**src/rtl/cpu_pkg.sv**
```systemverilog
// Shared fetch-stage types and widths: data/PC width, instruction width, NOP word, fetch FSM states.
package cpu_pkg;

    localparam int WIDTH            = 16;
    localparam int INSTRUCTIONWIDTH = 24;

    localparam logic [INSTRUCTIONWIDTH-1:0] NOP = '0;

    typedef enum logic [1:0] {
        BOOT  = 2'd0,
        FETCH = 2'd1,
        HOLD  = 2'd2
    } fetch_state_t;

endpackage

```
**src/rtl/fetch_hold_buffer.sv**
```systemverilog
// One-entry park register for a fetched word decode could not take; data visible the cycle after load.
// No backpressure of its own: clear wins over load, and the owner only loads when the entry is free.
module fetch_hold_buffer
    import cpu_pkg::*;
#(
    parameter int WIDTH            = cpu_pkg::WIDTH,
    parameter int INSTRUCTIONWIDTH = cpu_pkg::INSTRUCTIONWIDTH
) (
    input  logic                        clk,
    input  logic                        reset,
    input  logic                        load,
    input  logic                        clear,
    input  logic [INSTRUCTIONWIDTH-1:0] load_instr,
    input  logic [WIDTH-1:0]            load_pc,
    output logic                        valid,
    output logic [INSTRUCTIONWIDTH-1:0] instr,
    output logic [WIDTH-1:0]            pc
);

    always_ff @(posedge clk) begin
        if (!reset) begin
            valid <= 1'b0;
            instr <= INSTRUCTIONWIDTH'(NOP);
            pc    <= '0;
        end else if (clear) begin
            valid <= 1'b0;
            instr <= INSTRUCTIONWIDTH'(NOP);
            pc    <= '0;
        end else if (load) begin
            valid <= 1'b1;
            instr <= load_instr;
            pc    <= load_pc;
        end
    end

endmodule

```
**src/rtl/cpu_fetch.sv**
```systemverilog
// Instruction fetch stage feeding IF/ID; a response reaches InstructionD one clock later when unstalled.
// stallF freezes IF/ID and parks one response in HOLD (no requests); optional counters under CPU_FETCH_PERF_EN.
module cpu_fetch
    import cpu_pkg::*;
#(
    parameter int               WIDTH            = cpu_pkg::WIDTH,
    parameter int               INSTRUCTIONWIDTH = cpu_pkg::INSTRUCTIONWIDTH,
    parameter logic [WIDTH-1:0] RESETPC          = 16'd0
) (
    input  logic                        clk,
    input  logic                        reset,
    input  logic                        PCSelectorF,
    input  logic [WIDTH-1:0]            branchTargetF,
    input  logic                        stallF,
    output logic                        imemRequest,
    output logic [WIDTH-1:0]            imemAddress,
    input  logic                        imemReady,
    input  logic [INSTRUCTIONWIDTH-1:0] imemData,
    output logic [INSTRUCTIONWIDTH-1:0] InstructionD,
    output logic [WIDTH-1:0]            PCD,
    output logic                        validD
`ifdef CPU_FETCH_PERF_EN
    ,
    output logic [15:0]                 fetchCountF,
    output logic [15:0]                 stallCountF
`endif
);

    fetch_state_t                state;
    fetch_state_t                state_next;
    logic [WIDTH-1:0]            pc;
    logic [WIDTH-1:0]            pc_inc;
    logic                        response;
    logic                        hold_load;
    logic                        hold_clear;
    logic                        hold_valid;
    logic [INSTRUCTIONWIDTH-1:0] hold_instr;
    logic [WIDTH-1:0]            hold_pc;

    assign pc_inc   = pc + WIDTH'(1);
    assign response = (state == FETCH) && imemReady;

    always_ff @(posedge clk) begin
        if (!reset) begin
            state <= BOOT;
        end else begin
            state <= state_next;
        end
    end

    always_comb begin
        state_next = state;
        if (PCSelectorF) begin
            state_next = FETCH;
        end else begin
            unique case (state)
                BOOT:    state_next = FETCH;
                FETCH:   if (imemReady && stallF) state_next = HOLD;
                HOLD:    if (!stallF) state_next = FETCH;
                default: state_next = BOOT;
            endcase
        end
    end

    always_comb begin
        imemRequest = (state == FETCH);
        imemAddress = pc;
    end

    // A redirect outranks everything, including a response arriving the same cycle.
    always_ff @(posedge clk) begin
        if (!reset) begin
            pc <= RESETPC;
        end else if (PCSelectorF) begin
            pc <= branchTargetF;
        end else if (response) begin
            pc <= pc_inc;
        end
    end

    assign hold_load  = response && stallF && !PCSelectorF;
    assign hold_clear = PCSelectorF || ((state == HOLD) && !stallF);

    fetch_hold_buffer #(
        .WIDTH            (WIDTH),
        .INSTRUCTIONWIDTH (INSTRUCTIONWIDTH)
    ) u_hold (
        .clk        (clk),
        .reset      (reset),
        .load       (hold_load),
        .clear      (hold_clear),
        .load_instr (imemData),
        .load_pc    (pc_inc),
        .valid      (hold_valid),
        .instr      (hold_instr),
        .pc         (hold_pc)
    );

    always_ff @(posedge clk) begin
        if (!reset) begin
            InstructionD <= INSTRUCTIONWIDTH'(NOP);
            PCD          <= '0;
            validD       <= 1'b0;
        end else if (PCSelectorF) begin
            InstructionD <= INSTRUCTIONWIDTH'(NOP);
            validD       <= 1'b0;
        end else begin
            case (state)
                FETCH: begin
                    if (!stallF) begin
                        if (imemReady) begin
                            InstructionD <= imemData;
                            PCD          <= pc_inc;
                            validD       <= 1'b1;
                        end else begin
                            InstructionD <= INSTRUCTIONWIDTH'(NOP);
                            validD       <= 1'b0;
                        end
                    end
                end
                HOLD: begin
                    if (!stallF) begin
                        InstructionD <= hold_instr;
                        PCD          <= hold_pc;
                        validD       <= hold_valid;
                    end
                end
                default: ;
            endcase
        end
    end

`ifdef CPU_FETCH_PERF_EN
    always_ff @(posedge clk) begin
        if (!reset) begin
            fetchCountF <= '0;
            stallCountF <= '0;
        end else begin
            if (response && !PCSelectorF) fetchCountF <= fetchCountF + 16'd1;
            if (stallF) stallCountF <= stallCountF + 16'd1;
        end
    end
`endif

endmodule

```
**config.mk**
```make
export PLATFORM = sky130hd
export DESIGN_NAME = cpu_fetch
export DESIGN_NICKNAME = d
export VERILOG_FILES = /design/src/rtl/cpu_pkg.sv /design/src/rtl/fetch_hold_buffer.sv /design/src/rtl/cpu_fetch.sv
export SDC_FILE = /design/constraint.sdc
export NUM_CORES = 1
export LEC_CHECK = 0
export CELL_PAD_IN_SITES_DETAIL_PLACEMENT = 0
export CELL_PAD_IN_SITES_GLOBAL_PLACEMENT = 2
export CORE_ASPECT_RATIO = 1.5
export CORE_MARGIN = 5
export CORE_UTILIZATION = 29
export DETAILED_ROUTE_END_ITERATION = 6
export PLACE_DENSITY_LB_ADDON = 0.1
export SLEW_MARGIN = 20
export SYNTH_ARGS = -nofsm -noshare
export SYNTH_HDL_FRONTEND = slang
export SYNTH_SLANG_ARGS = --single-unit
```
**constraint.sdc**
```tcl
create_clock -name clk -period 2.4 [get_ports clk]
set_input_delay 0.48 -clock clk [delete_from_list [all_inputs] [get_ports clk]]
set_output_delay 0.48 -clock clk [all_outputs]
set_load 0.02 [all_outputs]
```
==> qor.csv <==
metric,value,unit
TritonCTS clock tree,yes,
crit path time final,2310,ps
Min-Delay Path Class,reg -> reg,
cell taking the most area after synthesis,sky130_fd_sc_hd__dfxtp_1,
effective utilization at floorplan,29.2,%
most area-consuming cells after synthesis,"sky130_fd_sc_hd__dfxtp_1, sky130_fd_sc_hd__nand2_1, sky130_fd_sc_hd__a311oi_1, sky130_fd_sc_hd__nand3_1, sky130_fd_sc_hd__nor2_1",
kind of end point of the critical path,output port,
DR DRC count,0,
number of antenna violations at the first check in global routing,0,
area taken by flip-flops and latches,0.00200,mm^2
required time worst endpoint,1920,ps
maximum level of the CTS H-tree,3,
total wire length after detailed routing,14500,um
routed vias/inst,5.02,
Fin. Hold Viols,0,
Worst Path Max Fanout,7,
area of combinational cells with multiple inputs,0.00230,mm^2
half-perimeter wire length after placement,10300,um
startpoint of the lowest-slack register-to-register path,state[1]$_SDFFE_PP0P_,
Peak supply drop,0.287,mV
final clock skew,8.00,ps
Worst Setup Start Kind,flip-flop,
most numerous cell in the Yosys netlist,sky130_fd_sc_hd__dfxtp_1,
cells on worst reg2reg path,5,
GPL Wtd Cong,0.747,
Final nets,687,
io pins,103,
RSZ-0062 raised after global routing,no,
worst r2r dst,PCD[5]$_SDFFE_PN0P_,
count of synthesis-stage warnings from yosys,0,
flop-to-flop setup slack,510,ps
PnR Total Power,3.98,mW
number of antenna cells inserted,0,
GRT overflow,0,
Initial DRT Pass Iterations,4,
FILL cells,1621,
maximum clock path buffer count,2,
Synth Area per Inst,8.24,um^2
maximum frequency from static timing analysis,433,MHz
"flops & latches, synth",100,
sequential element share of the synthesized area,44.3,%
post-route cell area,0.00620,mm^2
Netlist cell types,50,
worst max-slew margin expressed relative to the limit,69.1,%
area of the core region,0.0155,mm^2
maximum number of pins on one net before global-route repair,51,
final worst hold slack,454,ps
number of clock sinks,100,
DRC violation total after the first TritonRoute iteration,172,
status,"finished, final reports clean",
Layout Utilization,40.0,%
Post-Synthesis Net Count,594,
root buffer selected by CTS,sky130_fd_sc_hd__clkbuf_16,
commonest register cell after synthesis,sky130_fd_sc_hd__dfxtp_1,
global-route usage over all layers,16.2,%
count of flip-flops with a built-in enable after synthesis,0,
wire length of the first global-routing pass,23400,um
via count of the first global-routing pass,4320,
Cell Pwr Density,642,mW/mm^2
number of failing setup endpoints in the final timing report,0,
Pleak,2.01,nW
clock transition time at the flip-flop clock pins of the worst setup and hold paths,70,ps
Routed WL per cell,17.1,um
fin crit share,96.2,%
standard-cell row count,56,
final count of pins violating max slew,0,
endpoint arrival time on the critical path,1830,ps
slew at the pin closest to its max-slew limit,463,ps
Die Ht,163,um
ratio of cells with drive above 1 in the final layout,10.7,%
total setup buffers inserted after CTS,0,
cell area after synthesis,0.00452,mm^2
proportion of synthesized flip-flops having asynchronous set or reset,0,%
maximum capacitance violations,0,
placed cell area,0.00585,mm^2
commonest cells in the netlist,"sky130_fd_sc_hd__dfxtp_1, sky130_fd_sc_hd__nand2_1, sky130_fd_sc_hd__nor2_1",
P&R area growth vs syn,37.2,%
top-area cell type share of the netlist area,44.3,%
number of buffers added to fix hold violations after cts,0,
number of routed nets with antenna violations,0,
Resize count post-CTS,0,
Worst Setup EP,imemRequest,
overall via count from detail_route,4261,
Sum Neg Setup Slack,0,ps
die outline width,112,um
number of standard cells after synthesis,548,
critical path startpoint,state[0]$_SDFFE_PN0P_,
total CTS buffers,9,
worst skew pair latency,340,ps
Port Buf Inserts,102,
Die Outline Area,0.0182,mm^2
classification of the worst setup path,reg -> out,
-- cell type report --
| type | instances | share of cell area, % |
|---|---|---|
| Multi-Input combinational cell | 394 | 37.1 |
| Sequential cell | 100 | 32.3 |
| Timing Repair Buffer | 132 | 20.7 |
| Tap cell | 203 | 4.10 |
| Inverter | 4 | 0.242 |
| Clock buffer | 10 | 3.85 |
| Clock inverter | 5 | 1.74 |
-- how the worst min path moves through the flow --
stage | from | to | slack (ps) | cells past startpoint
floorplan | u_hold.instr[0]$_SDFFE_PP0P_ | u_hold.instr[0]$_SDFFE_PP0P_ | 440 | 2
global placement | u_hold.instr[2]$_SDFFE_PP0P_ | u_hold.instr[2]$_SDFFE_PP0P_ | 440 | 2
detailed placement | u_hold.instr[19]$_SDFFE_PP0P_ | u_hold.instr[19]$_SDFFE_PP0P_ | 450 | 2
CTS | u_hold.instr[20]$_SDFFE_PP0P_ | u_hold.instr[20]$_SDFFE_PP0P_ | 460 | 2
global route | u_hold.instr[2]$_SDFFE_PP0P_ | u_hold.instr[2]$_SDFFE_PP0P_ | 480 | 2
finish | u_hold.instr[20]$_SDFFE_PP0P_ | u_hold.instr[20]$_SDFFE_PP0P_ | 450 | 2
-- power by group --
| part | total (mW) | switching (mW) | internal, mW |
|---|---|---|---|
| combinational | 0.503 | 0.268 | 0.235 |
| clock | 1.72 | 0.669 | 1.05 |
| sequential | 1.76 | 0.0535 | 1.70 |
| total | 3.98 | 0.990 | 2.99 |
-- metrics by stage --
step / setup WS [ps] / std cells
floorplan: 579 / 548
global placement: 153 / 833
detailed placement: 141 / 833
CTS: 80.7 / 848
global route: 60.4 / 848
finish: 92.1 / 848
-- layer usage --
metal | up-vias | GRT usage [%] | wire [um]
li1 | 2143 | - | -
met1 | 2007 | 18.2 | 5890
met2 | 93 | 29.4 | 7610
met3 | 18 | 3.79 | 667
met4 | 0 | 5.92 | 336
met5 | - | 0 | 0
-- state kept, by name, indices dropped and copies added, names as in the netlist --
register and count:
InstructionD 24, u_hold.instr 24, PCD 16, imemAddress 16, u_hold.pc 16, state 2, u_hold.valid 1, validD 1
-- cell usage in the layout, fill, tap and decap left out, types with 3 or more instances in the layout --
master | netlist | final
sky130_fd_sc_hd__clkdlybuf4s50_1 | 0 | 102
sky130_fd_sc_hd__dfxtp_1 | 100 | 100
sky130_fd_sc_hd__nand2_1 | 91 | 91
sky130_fd_sc_hd__nor2_1 | 55 | 55
sky130_fd_sc_hd__nand3_1 | 45 | 45
sky130_fd_sc_hd__a21oi_1 | 37 | 37
sky130_fd_sc_hd__a311oi_1 | 32 | 32
sky130_fd_sc_hd__buf_4 | 0 | 27
sky130_fd_sc_hd__nor3_1 | 19 | 19
sky130_fd_sc_hd__xnor2_1 | 18 | 18
sky130_fd_sc_hd__o21ai_0 | 17 | 17
sky130_fd_sc_hd__clkbuf_16 | 0 | 9
sky130_fd_sc_hd__a211oi_1 | 8 | 8
sky130_fd_sc_hd__nor4_2 | 6 | 6
sky130_fd_sc_hd__or3_1 | 5 | 5
sky130_fd_sc_hd__mux2i_1 | 4 | 4
sky130_fd_sc_hd__nand4_1 | 4 | 4
sky130_fd_sc_hd__o221ai_1 | 4 | 4
sky130_fd_sc_hd__inv_1 | 3 | 3
sky130_fd_sc_hd__nor4_1 | 3 | 3
sky130_fd_sc_hd__and3_1 | 3 | 3
sky130_fd_sc_hd__a31o_1 | 3 | 3
sky130_fd_sc_hd__bufinv_16 | 0 | 3
sky130_fd_sc_hd__buf_12 | 0 | 3
-- worst max-delay path, stage by stage (launching register included) --
cell,delay [ps]
sky130_fd_sc_hd__dfxtp_1,500
sky130_fd_sc_hd__nor2b_1,320
sky130_fd_sc_hd__clkdlybuf4s50_1,660
-- cells by family after synthesis --
logic type      Yosys count  share of synthesized area [%]
simple gates            249                           26.8
compound gates          122                           19.0
flops                   100                           44.3
buf+inv                  54                           5.21
xor+xnor                 18                           3.49
mux                       4                          0.886
fa+ha+maj                 1                          0.277
Note: power is estimated with default switching activity, not from simulation.
